==> src/rtl/instrumented_adder_sequencer.sv <==
// instrumented_adder_sequencer
//   Runs one delay measurement on the instrumented adder. It loads the operands,
//   closes the adder's ring-oscillator loop, and counts ring edges over a fixed
//   window. The window is repeated R times. The accumulated edge count and the
//   final sum are returned to the logic-analyser bank.
// Ports
//   wb_clk_i, wb_rst_i       : clock, asynchronous active-high reset
//   start, abort             : run control (start only in IDLE, abort anywhere else)
//   a_value, b_value         : operands, sampled in LOAD
//   window_cycles, repeats   : window length / window count, sampled in LOAD (0 -> 1)
//   ring_in                  : ring-oscillator tap, asynchronous to wb_clk_i
//   sum_in                   : adder sum
//   a_input, b_input         : registered operands driven to the adder
//   ring_enable, busy, done  : loop enable, run in progress, completion pulse
//   edge_count, sum_capture  : measurement results
//   overflow                 : sticky saturation flag for edge_count
`timescale 1ns/1ps

module instrumented_adder_sequencer #(
  parameter int unsigned WIDTH         = 32,
  parameter int unsigned CNT_W         = 32,
  parameter int unsigned SETTLE_CYCLES = 4
) (
  input  logic             wb_clk_i,
  input  logic             wb_rst_i,
  input  logic             start,
  input  logic             abort,
  input  logic [WIDTH-1:0] a_value,
  input  logic [WIDTH-1:0] b_value,
  input  logic [15:0]      window_cycles,
  input  logic [7:0]       repeats,
  input  logic             ring_in,
  input  logic [WIDTH-1:0] sum_in,
  output logic [WIDTH-1:0] a_input,
  output logic [WIDTH-1:0] b_input,
  output logic             ring_enable,
  output logic             busy,
  output logic             done,
  output logic [CNT_W-1:0] edge_count,
  output logic [WIDTH-1:0] sum_capture,
  output logic             overflow
);

  localparam int unsigned TIMER_W = 16;
  localparam int unsigned REP_W   = 8;
  localparam logic [TIMER_W-1:0] SETTLE_LAST = TIMER_W'(SETTLE_CYCLES - 1);

  typedef enum logic [2:0] {
    S_IDLE,
    S_LOAD,
    S_SETTLE,
    S_MEASURE,
    S_CAPTURE,
    S_DONE
  } state_t;

  state_t             state;
  state_t             state_next;

  logic [TIMER_W-1:0] timer;
  logic [TIMER_W-1:0] win_len;
  logic [REP_W-1:0]   rep;
  logic [REP_W-1:0]   rep_len;
  logic [REP_W-1:0]   rep_inc;

  logic               ring_s1;
  logic               ring_s2;
  logic               ring_d;
  logic               ring_edge;

  // Datapath strobes decoded by the FSM
  logic               clear_run;
  logic               load_ops;
  logic               load_settle;
  logic               load_window;
  logic               count_tick;
  logic               count_en;
  logic               capture_en;

  // Rising edge of the synchronised ring tap
  assign ring_edge = ring_s2 & ~ring_d;
  assign rep_inc   = rep + REP_W'(1);

  // State register
  always_ff @(posedge wb_clk_i or posedge wb_rst_i) begin
    if (wb_rst_i) begin
      state <= S_IDLE;
    end else begin
      state <= state_next;
    end
  end

  // Next-state and datapath strobe decode
  always_comb begin
    state_next  = state;
    clear_run   = 1'b0;
    load_ops    = 1'b0;
    load_settle = 1'b0;
    load_window = 1'b0;
    count_tick  = 1'b0;
    count_en    = 1'b0;
    capture_en  = 1'b0;

    case (state)
      S_IDLE: begin
        if (start) begin
          state_next = S_LOAD;
          clear_run  = 1'b1;
        end
      end
      S_LOAD: begin
        state_next  = S_SETTLE;
        load_ops    = 1'b1;
        load_settle = 1'b1;
      end
      S_SETTLE: begin
        if (timer == '0) begin
          state_next  = S_MEASURE;
          load_window = 1'b1;
        end else begin
          count_tick = 1'b1;
        end
      end
      S_MEASURE: begin
        count_en = 1'b1;
        if (timer == '0) begin
          state_next = S_CAPTURE;
        end else begin
          count_tick = 1'b1;
        end
      end
      S_CAPTURE: begin
        capture_en = 1'b1;
        if (rep_inc == rep_len) begin
          state_next = S_DONE;
        end else begin
          state_next  = S_SETTLE;
          load_settle = 1'b1;
        end
      end
      S_DONE: begin
        state_next = S_IDLE;
      end
      default: begin
        state_next = S_IDLE;
      end
    endcase

    // Abort beats every transition; results keep whatever was accumulated so far
    if (abort && (state != S_IDLE)) begin
      state_next  = S_IDLE;
      clear_run   = 1'b0;
      load_ops    = 1'b0;
      load_settle = 1'b0;
      load_window = 1'b0;
      count_tick  = 1'b0;
      count_en    = 1'b0;
      capture_en  = 1'b0;
    end
  end

  // Ring synchroniser and edge-detect history
  always_ff @(posedge wb_clk_i or posedge wb_rst_i) begin
    if (wb_rst_i) begin
      ring_s1 <= 1'b0;
      ring_s2 <= 1'b0;
      ring_d  <= 1'b0;
    end else begin
      ring_s1 <= ring_in;
      ring_s2 <= ring_s1;
      ring_d  <= ring_s2;
    end
  end

  // Status outputs registered from the next state so they line up with the state
  always_ff @(posedge wb_clk_i or posedge wb_rst_i) begin
    if (wb_rst_i) begin
      ring_enable <= 1'b0;
      busy        <= 1'b0;
      done        <= 1'b0;
    end else begin
      ring_enable <= (state_next == S_SETTLE) || (state_next == S_MEASURE);
      busy        <= (state_next != S_IDLE);
      done        <= (state_next == S_DONE);
    end
  end

  // Run configuration and operands
  always_ff @(posedge wb_clk_i or posedge wb_rst_i) begin
    if (wb_rst_i) begin
      a_input <= '0;
      b_input <= '0;
      win_len <= '0;
      rep_len <= '0;
    end else if (load_ops) begin
      a_input <= a_value;
      b_input <= b_value;
      win_len <= (window_cycles == '0) ? TIMER_W'(1) : window_cycles;
      rep_len <= (repeats == '0) ? REP_W'(1) : repeats;
    end
  end

  // Phase timer: counts down SETTLE then MEASURE lengths
  always_ff @(posedge wb_clk_i or posedge wb_rst_i) begin
    if (wb_rst_i) begin
      timer <= '0;
    end else if (load_settle) begin
      timer <= SETTLE_LAST;
    end else if (load_window) begin
      timer <= win_len - TIMER_W'(1);
    end else if (count_tick) begin
      timer <= timer - TIMER_W'(1);
    end
  end

  // Edge accumulator with saturation and sticky overflow
  always_ff @(posedge wb_clk_i or posedge wb_rst_i) begin
    if (wb_rst_i) begin
      edge_count <= '0;
      overflow   <= 1'b0;
    end else if (clear_run) begin
      edge_count <= '0;
      overflow   <= 1'b0;
    end else if (count_en && ring_edge) begin
      if (&edge_count) begin
        overflow <= 1'b1;
      end else begin
        edge_count <= edge_count + CNT_W'(1);
      end
    end
  end

  // Repeat counter and sum capture
  always_ff @(posedge wb_clk_i or posedge wb_rst_i) begin
    if (wb_rst_i) begin
      rep         <= '0;
      sum_capture <= '0;
    end else if (clear_run) begin
      rep <= '0;
    end else if (capture_en) begin
      rep         <= rep_inc;
      sum_capture <= sum_in;
    end
  end

endmodule

==> config.mk <==
export PLATFORM = sky130hd
export DESIGN_NAME = instrumented_adder_sequencer
export DESIGN_NICKNAME = d
export VERILOG_FILES = /design/src/rtl/instrumented_adder_sequencer.sv
export SDC_FILE = /design/constraint.sdc
export NUM_CORES = 1
export LEC_CHECK = 0
export ABC_AREA = 0
export BUFFER_PORTS_ARGS = -buffer_cell sky130_fd_sc_hd__buf_4
export CORE_ASPECT_RATIO = 0.6
export CORE_MARGIN = 4
export CORE_UTILIZATION = 52
export CTS_CLUSTER_SIZE = 8
export DETAILED_ROUTE_END_ITERATION = 8
export PLACE_DENSITY_LB_ADDON = 0.25
export RECOVER_POWER = 50
export SLEW_MARGIN = 40
export SYNTH_ARGS = -nofsm -noshare
export SYNTH_HDL_FRONTEND = slang
export SYNTH_SLANG_ARGS = --single-unit
==> constraint.sdc <==
create_clock -name wb_clk_i -period 8.3 [get_ports wb_clk_i]
set_input_delay 1.66 -clock wb_clk_i [delete_from_list [all_inputs] [get_ports wb_clk_i]]
set_output_delay 1.66 -clock wb_clk_i [all_outputs]
set_load 0.1 [all_outputs]
Word level (Yosys, flattened, before mapping). Index checks and enable logic that the tools add are counted.

Flip-flop bits (word level): 186. Bits in latches: 0. Memory bits (writable): 0. Bits in read-only memories: 0. Output and inout port bits: 132. Memories kept: 0.

Add/sub/neg operators: 4. $mul: 0. Div/mod/pow operators: 0. $lt $le $gt $ge: 0. Eq/ne operators: 9. Shift-type cells: 0. Mux-type cells: 37. Bitwise gates (word level): 3. Reductions and logical operators: 18.

Operators with widths (number): $mux 32 (3); $mux 16 (4); $add 32x1->32 const B (1); $logic_not 16->1 (2); $reduce_and 32->1 (1); $sub 16x1->16 const B (2); $mux 8 (3); $mux 1 (20); $mux 3 (5); $pmux 3 s5 (1); $eq 3x2->1 const B (4); $reduce_bool 3->1 (3); $add 8x1->8 const B (1); $eq 8x8->1 (1); $logic_not 8->1 (1); $eq 3x3->1 const B (2); $reduce_and 2->1 (3); $reduce_bool 2->1 (3); $eq 3x1->1 const B (1); $logic_not 3->1 (1); $logic_and 1x1->1 (2); $ne 2x2->1 const B (1); $not 1->1 (2); $pmux 1 s2 (1); other kinds (3) (3).

Depth between registers and ports, before layout. Gate-level depths: netlist (run 1).

Word-level depth: 7. Depth in mapped cells: 13. Depth with buffers taken out: 11.

Least setup slack after synthesis (run 1). Ideal clock, no wire load.

Path kind: input-to-reg. Start: input abort. End: register timer[12]. Library setup time: 0.120 ns. Arrival time: 4.014 ns. Required time: 8.180 ns. Setup slack: 4.166 ns. Stages: 12. Path through: or4b_4 or4_4 nor2_1 buf_2 a21oi_1 ha_1 nand2b_1 nor3_1 o311ai_2 mux2i_1 o21ai_0 a31o_2.

Longest elaborated chain between the ends: 4. Elaborated cells on any way between the ends: 7. Classes of those cells: mux (5); reduce/logical (2).

Ends and longest elaborated chain: start: declaration (RTL line 27) `input logic abort,`; $logic_and 1x1->1 (*) (RTL line 150) `if (abort && (state != S_IDLE)) begin`; $mux 1 (RTL line 150); $mux 16 (RTL line 209) `end else if (load_window) begin`; $mux 16 (RTL line 207) `end else if (load_settle) begin`; end signal: assignment (RTL line 210) `timer <= win_len - TIMER_W'(1);`; end signal: assignment (RTL line 212) `timer <= timer - TIMER_W'(1);`; end: declaration (RTL line 60) `logic [TIMER_W-1:0] timer;`.

Mark *: on every way between the ends. The rest lies on a longest branch, timed or not. A chain may end at the register's enable or synchronous reset.

Worst setup path after layout (run 1). Ends and elaborated chain as after synthesis.

==> summary.txt, run 1 <==
Timing
  • Slew @ Worst Pin: 1928 ps
  • RSZ-0062 raised after global routing: false
  • Final hold vios: 0
  • Worst relative slew slack: -28.52%
  • Endpoints failing setup: 0
  • Min cycle time layout: 4546 ps
  • Fin. max-slew vios: 45
  • Clock skew: 7.945 ps
  • Period utilisation layout: 54.77%
  • Fin Setup TNS: 0 ps
  • Achievable frequency: 0.2200 GHz

CTS
  • H-Tree Depth: 4
  • CTS resizes: 0
  • Clk sinks: 186
  • CTS tree: built
  • Clk root buf: clkbuf_16
  • # hold bufs at CTS: 0
  • Clk pin slew, worst setup/hold paths: 70 ps
  • Postcts setup bufs: 0
  • CTS buffer count: 17
  • Max clock buf depth: 2
  • Skew-Pair Late Insertion Delay: 430 ps

Place
  • I/O Buffers: 256
  • GP Congestion: 0.9453
  • Detailed placement HPWL: 17.95 mm
  • Dpl cell area: 10910 sq um

Layout
  • Ant. Diodes: 0
  • Final #Nets: 1379
  • Layout cell share with drive strength beyond 1: 25.32%
  • Design area: 11480 sq um
  • Final Util: 69.84%
  • Synth-to-Final Area Change: 30.30%

Min path
  • Hold Path Sink: ring_s2
  • Worst Hold Launch: ring_s1
  • Worst hold stages: 0
  • Hold WC Path Type: reg2reg

Setup path
  • Data required, critical path: 8620 ps
  • Startpoint type of the worst setup path: input port
  • Cells along the critical path: clkbuf_1, or4b_4, or4_4, nor2_1, a21oi_1, ha_1, nand2b_1, nor3_1, o311ai_2, mux2i_1, o21ai_0, a31o_2
  • CP Max Fanout: 11
  • R2R cell count: 11
  • Reg2reg setup slack: 4490 ps
  • CP Depth: 12
  • Worst Path Buf+Inv: 1
  • CP top delay family: simple AND/OR/NAND/NOR gates
  • CP endpoint kind: flop
  • CP Class: in2reg
  • CP max-delay cell: nor2_1
  • Worst EP arrival: 4870 ps
  • Reg2Reg Launch Point: timer[3]
  • Max incr delay on CP: 590 ps
  • R2r endpoint: timer[12]

Global route
  • Global-route wire length before repair: 40.37 mm
  • Grt ovf: 0
  • Vias in the first global route: 7756
  • All-Layer GR Usage: 26.33%
  • Initial antenna violation count: 0
  • Pin count of the biggest net entering global routing: 108

Floorplan
  • Die Span X: 176.1 um
  • # IOs: 257
  • Area of the die: 19160 sq um
  • Core area: 16440 sq um
  • Site Rows: 36
  • Chip height: 108.8 um
  • Starting Density: 53.60%

Pwr
  • Clock network fraction of total power: 17.4%
  • PD cells: 387.0 nW/um^2
  • Seq pwr share: 31.1%
  • Int Power: 2.076 mW
  • Leakage: 5.779 nW
  • Comb pwr share: 51.5%
  • Peak VDD IR: 0.0004795 V
  • Psw: 2.369 mW
  • Total chip power: 4.444 mW
  • Switch share: 53.30%

Yosys
  • Top cell type by total area after synthesis: dfrtp_1
  • Commonest cells in the netlist: nand2_1, dfrtp_1, clkbuf_1, nor2_1, nand3_1
  • Yosys top cell area share: 52.82%
  • Most common cell in the netlist: nand2_1
  • Sequential fraction of the synthesis area: 52.82%
  • Netlist Area Pre-Place: 8812 sq um
  • Seq cells post-synth: 186
  • Area contributors post-synth: dfrtp_1, nand2_1, nand3_1
  • Warnings from Yosys: 0
  • Syn Inst Count: 1019
  • Post-synth EDFFs: 0
  • Asr flop ratio synth: 100.0%
  • Synth unique cells: 61
  • Synthesized Nets: 1147
  • Avg Inst Size Synth: 8.648 sq um
  • Dominant synthesized flop cell: dfrtp_1

Route
  • Via count: 8305
  • WL final: 25.28 mm
  • First-iteration detailed-routing DRC count: 815
  • Post-route ant nets: 0
  • Detailed-route wire length per cell: 16.94 um
  • Vias/cell: 5.566
  • Remaining routing DRC violations: 0
  • First-pass iteration count of the detailed router: 5

Run
  • MaxCap Viol Count: 1

Outcome
  • Failing checks: max-capacitance violations, max-slew violations
  • Status: finished with violations
state kept, by name (all words and copies together), names as in the netlist, 3 cells and up:
signal and count:
a_input 32, b_input 32, edge_count 32, rep 8
rep_len 8, state 3, sum_capture 32, timer 16
win_len 16
through the flow:
| step | setup slack, ps | cells | hold slack (ps) |
|---|---|---|---|
| 5_1_grt | 3636 | 1492 | 371.6 |
| 3_5_place_dp | 3424 | 1459 | 344.2 |
| 3_3_place_gp | 3477 | 1459 | 333.6 |
| 4_1_cts | 3878 | 1491 | 360.5 |
| 2_1_floorplan | 1583 | 1019 | 331.2 |
| 6_report | 3754 | 1492 | 355.1 |
worst max-delay path by stage:
| stage | from | endpoint | slack, ps |
|---|---|---|---|
| 5_1_grt | abort | timer[12] | 3640 |
| 3_5_place_dp | abort | timer[12] | 3420 |
| 2_1_floorplan | wb_rst_i | a_input[0] | 1580 |
| 6_report | abort | timer[12] | 3750 |
| 3_3_place_gp | abort | timer[12] | 3480 |
| 4_1_cts | abort | timer[12] | 3880 |
metal layers:
layer / up-vias / GRT usage, % / part of all wire, %
met2: 375 / 38.01 / 43
met1: 3943 / 39.58 / 46
met4: 0 / 5.339 / 0.95
met3: 20 / 7.970 / 11
li1: 3967 / - / -
met5: - / 0 / 0
layout make-up:
type | count | area [sq um]
Multi-Input combinational cell | 760 | 3882
Timing Repair Buffer | 267 | 2024
Inverter | 19 | 72.57
Fill cell | 1299 | 4959
Clock buffer | 18 | 429.2
Sequential cell | 186 | 4654
Tap cell | 228 | 285.3
Clock inverter | 14 | 133.9
cells in the final DEF (no fill, tap or decap), types with 5 or more instances in the layout:
master,instances
a21oi_1,30
a31oi_1,15
and3_1,13
buf_4,258
clkbuf_16,17
dfrtp_1,186
inv_1,18
mux2i_1,9
nand2_1,390
nand2b_1,5
nand3_1,32
nand4_1,18
nor2_1,32
nor3_1,19
nor4_1,16
o21ai_0,30
o31ai_1,12
or2_2,5
or3_1,18
or4_1,14
xnor2_1,13
cells by family (layout without fill, tap and decap cells):
| logic type | after synthesis | count (layout) | synth area share, % |
|---|---|---|---|
| AOI/OAI and AO/OA | 142 | 142 | 10.76 |
| xor gates and xnor gates | 17 | 17 | 1.690 |
| adders and majority gates | 3 | 3 | 0.4260 |
| buffers and inverters | 73 | 318 | 3.252 |
| DFF | 186 | 186 | 52.82 |
| muxes | 10 | 10 | 1.150 |
| and+or+nand+nor | 588 | 588 | 29.90 |
power groups by stage:
stage | combinational (mW) | sequential, mW | clock, mW
finish | 2.29 | 1.38 | 0.774
global route | 2.42 | 1.41 | 0.832
CTS | 2.29 | 1.37 | 0.788
detailed placement | 2.29 | 1.38 | 0
global placement | 2.27 | 1.37 | 0
floorplan | 0.667 | 2.44 | 0
Power figures use the tool's default switching activity.
==> run 2, diff against run 1 <==
Clock period 8.3 ns to 4.66 ns, I/O delays scaled along.
==> run 2 against run 1 <==
Compared with the run above: the flow still finishes with violations (max-capacitance violations, max-slew violations); worst hold slack worse by 2.0 ps; via count down 0.12%; sequential cell count unchanged; critical path type is now reg2reg; critical endpoint unchanged; highest routed layer unchanged.
==> summary.txt, run 2 (synthesis results as in run 1) <==
Timing
  • Final worst slack: 1278 ps (-2476 ps)
  • Achievable frequency: 0.2957 GHz
  • Fin. max-slew vios: 136 (+200%)
  • Worst relative slew slack: -59.91% (-31 points)
  • Worst Hold Slack: 353.1 ps (-2.029 ps)
  • Endpoints failing setup: 0 (unchanged)
  • Final hold vios: 0 (unchanged)
  • Fin Setup TNS: 0 ps (unchanged)
  • Min cycle time layout: 3382 ps
  • RSZ-0062 raised after global routing: false
  • Period utilisation layout: 72.57%
  • Slew @ Worst Pin: 2399 ps (+470.9 ps)
  • Clock skew: 14.16 ps (+6.217 ps)

Floorplan
  • Core area: 16440 sq um (unchanged)
  • Die Span X: 176.1 um (unchanged)
  • # IOs: 257 (unchanged)
  • Chip height: 108.8 um (unchanged)
  • Site Rows: 36 (unchanged)
  • Starting Density: 53.60% (unchanged)
  • Area of the die: 19160 sq um (unchanged)

Pwr
  • Int Power: 3.706 mW (+79%)
  • Switch share: 53.54% (+0.24 points)
  • Clock network fraction of total power: 18.1% (+0.7 points)
  • Total chip power: 7.976 mW (+79%)
  • Psw: 4.271 mW (+80%)
  • Peak VDD IR: 0.0007207 V (+50%)
  • Leakage: 5.754 nW (-0.42%)
  • PD cells: 695.2 nW/um^2 (+80%)
  • Seq pwr share: 30.8% (-0.3 points)
  • Comb pwr share: 51.0% (-0.5 points)

CTS
  • CTS buffer count: 17 (unchanged)
  • Clk pin slew, worst setup/hold paths: 80 ps (about the same)
  • CTS resizes: 0 (unchanged)
  • # hold bufs at CTS: 0 (unchanged)
  • H-Tree Depth: 4 (unchanged)
  • Skew-Pair Late Insertion Delay: 440 ps (about the same)
  • Clk root buf: clkbuf_16
  • Max clock buf depth: 2 (unchanged)
  • CTS tree: built
  • Postcts setup bufs: 0 (unchanged)
  • Clk sinks: 186 (unchanged)

Setup path
  • Worst Path Buf+Inv: 0 (-1)
  • Startpoint type of the worst setup path: flop
  • CP Class: reg2reg
  • Cells along the critical path: or4_1, or4_4, nor2_1, a21oi_1, ha_1, nand2b_1, nor3_1, o311ai_2, mux2i_1, o21ai_0, a31o_2
  • CP top delay family: simple AND/OR/NAND/NOR gates
  • Data required, critical path: 4980 ps (-3640 ps)
  • CP endpoint kind: flop
  • Worst EP arrival: 3700 ps (-1170 ps)
  • CP Max Fanout: 5 (-6)
  • CP max-delay cell: or4_1
  • Max incr delay on CP: 660 ps (+70 ps)

Place
  • GP Congestion: 0.9023 (-4.5%)
  • Dpl cell area: 10970 sq um (+0.48%)
  • Worst slack at placement: 905.4 ps (-2519 ps)
  • I/O Buffers: 256 (unchanged)
  • Placed Instances: 1462 (+0.21%)
  • Detailed placement HPWL: 18.41 mm (+2.6%)

Global route
  • All-Layer GR Usage: 26.41% (+0.087 points)
  • Pin count of the biggest net entering global routing: 97 (-10%)
  • Vias in the first global route: 7748 (-0.10%)
  • Global-route wire length before repair: 40.65 mm (+0.72%)
  • Initial antenna violation count: 0 (unchanged)
  • Grt ovf: 0 (unchanged)

Layout
  • Final Util: 69.79% (about the same)
  • Synth-to-Final Area Change: 30.20% (about the same)
  • Most common cell after layout, fill and taps aside: nand2_1
  • Final #Nets: 1381 (+0.15%)
  • Ant. Diodes: 0 (unchanged)
  • Most frequent cells in the layout: nand2_1, buf_4, dfrtp_1
  • Layout cell share with drive strength beyond 1: 24.41% (-0.91 points)
  • Final cell count without fillers: 1494 (+0.13%)
  • Design area: 11470 sq um (about the same)

Outcome
  • Failing checks: max-capacitance violations, max-slew violations
  • Status: finished with violations

Run
  • MaxCap Viol Count: 2 (+1)

Min path
  • Hold WC Path Type: reg2reg

Route
  • Post-route ant nets: 0 (unchanged)
  • Vias/cell: 5.552 (-0.25%)
  • WL final: 25.49 mm (+0.83%)
  • First-iteration detailed-routing DRC count: 682 (-16%)
  • Detailed-route wire length per cell: 17.06 um (+0.69%)
  • Remaining routing DRC violations: 0 (unchanged)
  • First-pass iteration count of the detailed router: 7 (+2)
  • Via count: 8295 (-0.12%)
==> run 2: changes by cell type in the layout (fill, tap and decap cells not counted), moves of 2 or more <==
cell,previous run,this run
clkbuf_1,4,17
clkinvlp_4,3,1
clkinv_8,1,3
clkinv_4,4,0
buf_4,258,246
inv_6,3,5
buf_6,3,1
==> run 2: cell type report <==
cell class,instances,area (sq um)
Multi-Input combinational cell,760,3882
Timing Repair Buffer,269,1989
Tap cell,228,285.3
Clock inverter,14,150.1
Sequential cell,186,4654
Fill cell,1335,4967
Inverter,19,72.57
Clock buffer,18,439.2
==> run 2: power groups by stage <==
stage / sequential, mW / combinational [mW] / clock [mW]
after floorplan: 4.35 / 1.19 / 0
after CTS: 2.45 / 4.10 / 1.47
after global placement: 2.45 / 4.04 / 0
after global routing: 2.52 / 4.29 / 1.54
final: 2.46 / 4.07 / 1.45
after detailed placement: 2.46 / 4.10 / 0
==> run 2: metal layers <==
layer  wire [um]  vias to the layer above  track usage [%]
li1            -                     3966                -
met1       11440                     3901            39.64
met2       10920                      392            37.85
met3        2649                       36            7.346
met4         472                        0            7.119
met5           0                        -                0
==> run 2: final timing paths <==
| check | start | to | slack [ps] | cells past startpoint |
|---|---|---|---|---|
| worst min-delay path | ring_s1 | ring_s2 | 350 | 0 |
| max in group asynchronous | wb_rst_i | win_len[4] | 1560 | 3 |
| min in group asynchronous | wb_rst_i | b_input[15] | 470 | 2 |
| worst min register to register | ring_s1 | ring_s2 | 350 | 0 |
| worst max register to register | timer[11] | timer[12] | 1280 | 11 |
| worst max-delay path | timer[11] | timer[12] | 1280 | 11 |
